$ cat config.mk
export PLATFORM = sky130hd
export DESIGN_NAME = register_port_arbiter
export DESIGN_NICKNAME = d
export VERILOG_FILES = /design/src/rtl/register_port_arbiter_pkg.sv /design/src/rtl/register_port_arbiter_result_fifo.sv /design/src/rtl/register_port_arbiter.sv
export SDC_FILE = /design/constraint.sdc
export NUM_CORES = 1
export LEC_CHECK = 0
export ABC_AREA = 1
export CORE_UTILIZATION = 25
export CTS_CLUSTER_SIZE = 10
export DETAILED_ROUTE_END_ITERATION = 8
export GPL_TIMING_DRIVEN = 0
export PLACE_DENSITY = 0.5
export SLEW_MARGIN = 15
export SYNTH_ARGS = -nofsm -noshare
export SYNTH_HDL_FRONTEND = slang
export SYNTH_SLANG_ARGS = --single-unit
$ cat constraint.sdc
create_clock -name i_clk -period 5.63 [get_ports i_clk]
set_input_delay 0.8445 -clock i_clk [delete_from_list [all_inputs] [get_ports i_clk]]
set_output_delay 0.8445 -clock i_clk [all_outputs]
set_load 0.01 [all_outputs]
$ cat src/rtl/register_port_arbiter_pkg.sv
// Shared types for the register-file write-port arbiter.
//   result_entry_t                 : buffered multi-cycle result {waddr, wdata}
//   register_write_in_type         : register-file write port bundle
//   register_port_arbiter_in_type  : all arbiter inputs, grouped
//   register_port_arbiter_out_type : all arbiter outputs, grouped
package register_port_arbiter_pkg;

  localparam int REG_AW  = 5;
  localparam int REG_DW  = 32;
  localparam int ENTRY_W = REG_AW + REG_DW;
  localparam int CNT_W   = 4;

  typedef struct packed {
    logic [REG_AW-1:0] waddr;
    logic [REG_DW-1:0] wdata;
  } result_entry_t;

  typedef struct packed {
    logic              wren;
    logic [REG_AW-1:0] waddr;
    logic [REG_DW-1:0] wdata;
  } register_write_in_type;

  typedef struct packed {
    register_write_in_type pipe;
    logic                  iss_valid;
    logic [REG_AW-1:0]     iss_waddr;
    logic [REG_AW-1:0]     chk_raddr1;
    logic [REG_AW-1:0]     chk_raddr2;
    logic [REG_AW-1:0]     chk_waddr;
    logic                  mcu_valid;
    result_entry_t         mcu;
  } register_port_arbiter_in_type;

  typedef struct packed {
    logic                  stall;
    logic                  mcu_ready;
    logic                  hold;
    register_write_in_type rf;
  } register_port_arbiter_out_type;

  // x0 is hardwired zero, so it never counts as busy.
  function automatic logic reg_busy(input logic [31:0] busy, input logic [REG_AW-1:0] a);
    return (a != '0) && busy[a];
  endfunction

endpackage

$ cat src/rtl/register_port_arbiter_result_fifo.sv
// Small result FIFO for multi-cycle unit results.
//   i_clk, i_rst_n : clock, async active-low reset (drops all entries)
//   i_push/i_wdata : enqueue (ignored when full)
//   i_pop          : dequeue head (ignored when empty)
//   o_full/o_empty : status; o_head : current head entry
module register_port_arbiter_result_fifo
  import register_port_arbiter_pkg::*;
#(
  parameter int DEPTH = 2
) (
  input  logic               i_clk,
  input  logic               i_rst_n,
  input  logic               i_push,
  input  logic [ENTRY_W-1:0] i_wdata,
  input  logic               i_pop,
  output logic               o_full,
  output logic               o_empty,
  output logic [ENTRY_W-1:0] o_head
);

  localparam int AW = $clog2(DEPTH);

  // Extra MSB on each pointer separates full from empty.
  logic [AW:0]        r_wptr, r_rptr;
  logic [ENTRY_W-1:0] r_mem [DEPTH];
  logic               w_push, w_pop;

  assign o_empty = (r_wptr == r_rptr);
  assign o_full  = (r_wptr[AW] != r_rptr[AW]) && (r_wptr[AW-1:0] == r_rptr[AW-1:0]);
  assign o_head  = r_mem[r_rptr[AW-1:0]];
  assign w_push  = i_push && !o_full;
  assign w_pop   = i_pop && !o_empty;

  // Power-of-two depth: natural pointer overflow is the modulo wrap.
  always_ff @(posedge i_clk or negedge i_rst_n) begin
    if (!i_rst_n) begin
      r_wptr <= '0;
      r_rptr <= '0;
    end else begin
      if (w_push) r_wptr <= r_wptr + 1'b1;
      if (w_pop)  r_rptr <= r_rptr + 1'b1;
    end
  end

  // Storage is only meaningful between pointers, so it carries no reset.
  always_ff @(posedge i_clk) begin
    if (w_push) r_mem[r_wptr[AW-1:0]] <= i_wdata;
  end

endmodule

$ cat src/rtl/register_port_arbiter.sv
// Shares the integer register file's single write port between pipeline
// writeback (always wins) and buffered multi-cycle results. Tracks busy
// registers with pending multi-cycle results, stalls dependent issue, and
// requests a pipeline hold when buffered results starve.
//   i_clk, i_rst_n                        : clock, async active-low reset
//   i_pipe_wren/_waddr/_wdata             : pipeline writeback (no back-pressure)
//   i_iss_valid/_waddr                    : multi-cycle op issued to rd
//   i_chk_raddr1/_raddr2/_waddr, o_stall  : hazard check for instruction in issue
//   i_mcu_valid/_waddr/_wdata, o_mcu_ready: multi-cycle result handshake
//   o_hold                                : registered pipeline freeze request
//   o_rf_wren/_waddr/_wdata               : register-file write port
module register_port_arbiter
  import register_port_arbiter_pkg::*;
#(
  parameter int DEPTH      = 2,
  parameter int STARVE_MAX = 3
) (
  input  logic        i_clk,
  input  logic        i_rst_n,
  input  logic        i_pipe_wren,
  input  logic [4:0]  i_pipe_waddr,
  input  logic [31:0] i_pipe_wdata,
  input  logic        i_iss_valid,
  input  logic [4:0]  i_iss_waddr,
  input  logic [4:0]  i_chk_raddr1,
  input  logic [4:0]  i_chk_raddr2,
  input  logic [4:0]  i_chk_waddr,
  output logic        o_stall,
  input  logic        i_mcu_valid,
  input  logic [4:0]  i_mcu_waddr,
  input  logic [31:0] i_mcu_wdata,
  output logic        o_mcu_ready,
  output logic        o_hold,
  output logic        o_rf_wren,
  output logic [4:0]  o_rf_waddr,
  output logic [31:0] o_rf_wdata
);

  localparam logic [CNT_W-1:0] STARVE_LIM = CNT_W'(STARVE_MAX);

  register_port_arbiter_in_type  w_in;
  register_port_arbiter_out_type w_out;

  logic               w_full, w_empty, w_push, w_pop;
  logic [ENTRY_W-1:0] w_head_bits;
  result_entry_t      w_head;
  logic [31:0]        r_busy, w_busy_set, w_busy_clr, w_busy_next;
  logic [CNT_W-1:0]   r_cnt, w_cnt_next;
  logic               r_hold;

  always_comb begin
    w_in            = '0;
    w_in.pipe.wren  = i_pipe_wren;
    w_in.pipe.waddr = i_pipe_waddr;
    w_in.pipe.wdata = i_pipe_wdata;
    w_in.iss_valid  = i_iss_valid;
    w_in.iss_waddr  = i_iss_waddr;
    w_in.chk_raddr1 = i_chk_raddr1;
    w_in.chk_raddr2 = i_chk_raddr2;
    w_in.chk_waddr  = i_chk_waddr;
    w_in.mcu_valid  = i_mcu_valid;
    w_in.mcu.waddr  = i_mcu_waddr;
    w_in.mcu.wdata  = i_mcu_wdata;
  end

  // Results to x0 are handshaken but dropped: nothing to write, nothing busy.
  assign w_push = w_in.mcu_valid && !w_full && (w_in.mcu.waddr != '0);
  // Drain only on cycles the pipeline leaves the port free.
  assign w_pop  = !w_in.pipe.wren && !w_empty;
  assign w_head = result_entry_t'(w_head_bits);

  register_port_arbiter_result_fifo #(.DEPTH(DEPTH)) u_result_fifo (
    .i_clk   (i_clk),
    .i_rst_n (i_rst_n),
    .i_push  (w_push),
    .i_wdata (w_in.mcu),
    .i_pop   (w_pop),
    .o_full  (w_full),
    .o_empty (w_empty),
    .o_head  (w_head_bits)
  );

  // Busy scoreboard: set applied after clear so a re-issue to the register
  // being drained keeps it busy for the newer result.
  always_comb begin
    w_busy_set = '0;
    w_busy_clr = '0;
    if (w_pop) w_busy_clr[w_head.waddr] = 1'b1;
    if (w_in.iss_valid && (w_in.iss_waddr != '0)) w_busy_set[w_in.iss_waddr] = 1'b1;
    w_busy_next = (r_busy & ~w_busy_clr) | w_busy_set;
  end

  // Starvation: count cycles a waiting result loses the port to the pipe.
  always_comb begin
    w_cnt_next = r_cnt;
    if (w_pop)
      w_cnt_next = '0;
    else if (!w_empty && w_in.pipe.wren && (r_cnt < STARVE_LIM))
      w_cnt_next = r_cnt + 1'b1;
  end

  always_ff @(posedge i_clk or negedge i_rst_n) begin
    if (!i_rst_n) begin
      r_busy <= '0;
      r_cnt  <= '0;
      r_hold <= 1'b0;
    end else begin
      r_busy <= w_busy_next;
      r_cnt  <= w_cnt_next;
      // A pop zeroes the counter, so this also drops hold the cycle after a pop.
      r_hold <= (w_cnt_next == STARVE_LIM);
    end
  end

  always_comb begin
    w_out           = '0;
    w_out.stall     = reg_busy(r_busy, w_in.chk_raddr1) |
                      reg_busy(r_busy, w_in.chk_raddr2) |
                      reg_busy(r_busy, w_in.chk_waddr);
    w_out.mcu_ready = !w_full;
    w_out.hold      = r_hold;
    if (w_in.pipe.wren) begin
      w_out.rf = w_in.pipe;
    end else if (!w_empty) begin
      w_out.rf.wren  = 1'b1;
      w_out.rf.waddr = w_head.waddr;
      w_out.rf.wdata = w_head.wdata;
    end
  end

  assign o_stall     = w_out.stall;
  assign o_mcu_ready = w_out.mcu_ready;
  assign o_hold      = w_out.hold;
  assign o_rf_wren   = w_out.rf.wren;
  assign o_rf_waddr  = w_out.rf.waddr;
  assign o_rf_wdata  = w_out.rf.wdata;

endmodule

; ---- Word level (Yosys, flattened, before mapping)
; Memories as Yosys holds them, arrays and structs flattened.
; Index checks and enable logic that the tools add are counted.
; W data, S select, Z words.
[word_totals]
ff_bits = 41
latchBits = 0
ram_bits = 74
rom_bits = 0
inputBits = 99
output_inout_bits = 41
n_memories = 1
[memory_table]
columns = memory, depth, width, read_ports, rd_clocked_by_memory_dff, write_ports, line_no
row1 = u_result_fifo.r_mem, 2, 37, 1, 0, 1, register_port_arbiter_result_fifo.sv:25  ; logic [ENTRY_W-1:0] r_mem [DEPTH];
[classes]
addsub = 3
n_mul = 0
n_div = 0
n_lt_le_gt_ge = 8
n_eq_ne = 4
shift = 0
mux = 18
bitwise = 5
n_reduce_logical = 22
[ops]
columns = cell, count
row1 = $mux W38, 2
row2 = $mux W32, 2
row3 = $and A32 B32 Y32, 1
row4 = $not A32 Y32, 1
row5 = $or A32 B32 Y32, 1
row6 = $lt A5 B6 Y1 const B, 5
row7 = $reduce_bool A5 Y1, 5
row8 = $bmux W1 S5, 3
row9 = $logic_and A1 B1 Y1, 14
row10 = $demux W1 S5, 2
row11 = $ge A5 B1 Y1 const B, 2
row12 = $mux W4, 2
row13 = $mux W1, 7
row14 = $add A2 B1 Y2 const B, 2
row15 = $add A4 B1 Y4 const B, 1
row16 = $eq A4 B2 Y1 const B, 1
row17 = $lt A4 B2 Y1 const B, 1
row18 = $logic_not A1 Y1, 3
row19 = $eq A2 B2 Y1, 1
row20 = $or A1 B1 Y1, 2
row21 = $eq A1 B1 Y1, 1
row22 = $ne A1 B1 Y1, 1

; ---- Logic depth before layout (Yosys ltp)
; An unclocked memory read counts as a cell.
[depth]
ltp_word = 9
depth_mapped = 14

; ---- By module
; A second synthesis with hierarchy kept.
[unflattened]
cells_unflattened = 719
hier_area_um2 = 6059.6
[modules_own_cells]
columns = module, n_inst, cells_per_inst, area_each_um2
row1 = register_port_arbiter, 1, 485, 3111.7
row2 = register_port_arbiter_result_fifo, 1, 234, 2947.8

; ---- Least setup slack after synthesis
; OpenSTA, ideal clock, no wires.
[synth_path]
path_type = input to register
startpoint = input port i_mcu_waddr[3]
endpoint = memory u_result_fifo.r_mem[1][0] in the netlist's numbering, enable pin
setup_time_ns = 0.434
t_arrival_ns = 2.683
path_slack_ns = 2.513
cell_stages = 4
n_path_buf = 0
path_cell_list = nor3_1 > nand2_1 > nand3_1 > nor2_1
[synth_via]
elab_chain_cells = 5
[synth_lines]
columns = element, line_no
row1 = from (decl), register_port_arbiter.sv:30  ; input logic [4:0] i_mcu_waddr,
row2 = $reduce_bool A5 Y1, register_port_arbiter.sv:67  ; assign w_push = w_in.mcu_valid && !w_full && (w_in.mcu.waddr != '0);
row3 = $logic_and A1 B1 Y1, register_port_arbiter.sv:67
row4 = $logic_and A1 B1 Y1, register_port_arbiter_result_fifo.sv:31  ; assign w_push = i_push && !o_full;
row5 = $mux W1, register_port_arbiter_result_fifo.sv:47  ; if (w_push) r_mem[r_wptr[AW-1:0]] <= i_wdata;
row6 = $mux W1 (not written as such), register_port_arbiter_result_fifo.sv:47
row7 = to (decl), register_port_arbiter_result_fifo.sv:25
; Every way passes these cells.

; ---- Final worst setup path
[layout_path]
startpoint = input port i_pipe_wren
endpoint = output port o_rf_wdata[26]
[layout_via]
elab_chain_cells = 1
[layout_lines]
columns = element, line_no
row1 = from (decl), register_port_arbiter.sv:20  ; input logic i_pipe_wren,
row2 = $mux W38, register_port_arbiter.sv:122  ; if (w_in.pipe.wren) begin
row3 = to (decl), register_port_arbiter.sv:36  ; output logic [31:0] o_rf_wdata
; Every way passes these cells.

==> metrics.cfg <==
[clocking]
numCtsBuffers = 17
postCtsSetupBuffers = 0
postCtsHoldBufs = 0
cts_max_level = 4
clkTransAtPathRegs_ns = 0.05
clkLatencyLatePin_ns = 0.42
cts_tree = yes
cts_max_path_buffers = 2
cts_root_buffer = clkbuf_16
clkSinkCount = 115
post_cts_resized = 0

[timing]
rsz0062_at_grt = no
fin_crit_sh_pct = 70.26
setup_viol = 0
whs_ns = 0.4299
period_minus_slack_ns = 3.955
tightest_slew_ns = 0.6313
drv_slew = 0
clock_skew_ns = 0.01159
hold_violations = 0
slew_headroom_pct = 57.81
fmax_ghz = 0.2528
setup_tns_ns = 0

[placement]
io_buffers = 134
gp_congestion = 0.8312
numPlacedInstances = 1099
dpl.hpwl_um = 12830

[cells_and_area]
post-route-util_pct = 36.32
diodes = 0
fin_nets = 905
syn_to_final_growth_pct = 41.29
drive_gt1_share_pct = 8.191
layout.cells.non_filler = 1131

[grt]
groute.usage.overall_pct = 15.02
antenna_found_initial = 0
grt_overflow = 0
grt_max_degree = 26
grt_pass1_vias = 5090
grt_pass1_wl_um = 27230

[setup_path]
critPathCaptureType = primary output
crit_path_max_fanout = 10
critPathLaunchType = input pin
rr_worst_depth = 5
criticalPathCategory = input pin to primary output
worst-endpoint-required_ns = 4.79
critPathArrivalTime_ns = 3.11

[floorplan]
chipHeight_um = 155.3
die_area_um2 = 24110
core_um2 = 22850
num_rows = 55
start_util_pct = 25.71
num_io_pins = 140
die_width_um = 155.3

[logic_synthesis]
synth_ff_type = edfxtp_1
synth_cell_types = 34
synth_edf_count = 74
yosys_warnings = 0
synth-xor-area-share_pct = 0.7456
synth-simple-area-share_pct = 19.90
synth_top_family_by_area = simple AND/OR/NAND/NOR gates
syn_avg_cell_area_um2 = 9.050
synth_area_leaders = edfxtp_1 38%, dfrtp_1 17%, nand2_1 11%
post_synth_fa_ha_maj_area_fraction_pct = 0.2130
syn_inst = 649
synth_area_um2 = 5873
yosysTopAreaCell = edfxtp_1
synthTopCellsByCount = 165 x nand2_1, 76 x o21ai_0, 74 x edfxtp_1
synth_top_area_share_pct = 37.84
muxShareOfSynthArea_pct = 5.688
seq_area_frac_synth_pct = 55.30
yosysMostFrequentCell = nand2_1
ys_ff_latch = 115
synth_compound_area_share_pct = 11.82
synth_nets = 749
async_flop_share_pct = 35.65

[route]
m1WireLength_um = 7805
final_antenna_net_count = 0
dr_wl_met3_um = 1507
top_layer = met4
vias = 5023
firstDrtPassIters = 5
wl_per_cell_um = 15.12
totalWireLength_um = 17100
viasPerCell = 4.441
drt_iter0_drc = 287
drc = 0
met2_length_um = 7572

[run_status]
status = finished, final reports clean

[power_and_ir_drop]
power_uw = 4015
power.density_nw_per_um2 = 483.9
leakage_uw = 0.003428
ir_drop_v = 0.0001959

[flow_run]
drv_cap = 0

[min_path]
hold_class = input pin to async pin

==> final cells by class <==
type | count | area (um^2)
Fill cell | 2389 | 14550
Multi-Input combinational cell | 440 | 2268
Tap cell | 313 | 391.6
Clock buffer | 17 | 425.4
Timing Repair Buffer | 137 | 1411
Sequential cell | 115 | 3248
Inverter | 69 | 259.0
Clock inverter | 15 | 181.4
Buffer | 25 | 112.6
==> cells by family (layout without fill, tap and decap cells) <==
kind of cell | Yosys count | after routing
fa+ha+maj | 1 | 1
flops | 115 | 115
xor+xnor | 5 | 5
mux | 33 | 33
buf+inv | 94 | 263
simple gates | 274 | 274
compound gates | 127 | 127
==> critical path, cell delays in order <==
cell	delay, ns
clkdlybuf4s50_1	0.47
clkbuf_1	0.48
clkbuf_1	0.47
nand2_1	0.16
o21ai_0	0.12
clkdlybuf4s50_1	0.56
==> metrics by stage <==
| stage | setup WS [ns] | instance area [um^2] |
|---|---|---|
| 5_1_grt | 1.500 | 8298 |
| 3_3_place_gp | 0.8369 | 7606 |
| 6_report | 1.675 | 8298 |
| 4_1_cts | 1.590 | 8298 |
| 3_5_place_dp | 1.606 | 7691 |
| 2_1_floorplan | 2.513 | 5873 |
==> final timing paths <==
| path | slack, ns | end | from |
|---|---|---|---|
| worst max-delay path | 1.67 | o_rf_wdata[26] | i_pipe_wren |
| worst min-delay path | 0.43 | r_busy[3] | i_rst_n |
| worst max register to register | 3.48 | u_result_fifo.r_mem[1][30] | u_result_fifo.r_wptr[1] |
| worst min register to register | 0.49 | u_result_fifo.r_rptr[1] | u_result_fifo.r_rptr[1] |
| max in group asynchronous | 4.71 | r_busy[19] | i_rst_n |
| min in group i_clk | 0.49 | u_result_fifo.r_rptr[1] | u_result_fifo.r_rptr[1] |
==> state kept, by name, summed over array words and instances (netlist names) <==
register              flops
u_result_fifo.r_mem      74
r_busy                   32
r_cnt                     4
u_result_fifo.r_rptr      2
u_result_fifo.r_wptr      2
o_hold                    1
==> report_power, final <==
group	leakage [uW]	internal, uW	switching (uW)
clock	0.000296	699	399
combinational	0.00195	638	909
sequential	0.00119	1230	138
total	0.00343	2570	1450
==> placed cells by master, fill, tap and decap left out, drive strengths merged, types with 4 or more instances in the layout <==
master / count
nand2: 168
clkdlybuf4s50: 133
o21ai: 104
edfxtp: 74
inv: 72
nand3: 64
dfrtp: 41
mux2i: 33
clkbuf: 27
nor2: 24
buf: 19
o211ai: 12
clkinv: 8
nand4: 6
nor3: 5
or2: 5
o31ai: 4
a21oi: 4
==> layer usage <==
| layer | GRT usage (%) | up-vias |
|---|---|---|
| met1 | 19.23 | 2300 |
| met3 | 5.125 | 15 |
| li1 | - | 2533 |
| met2 | 23.60 | 175 |
| met4 | 5.182 | 0 |
| met5 | 0 | - |
Note: power is estimated with default switching activity, not from simulation.
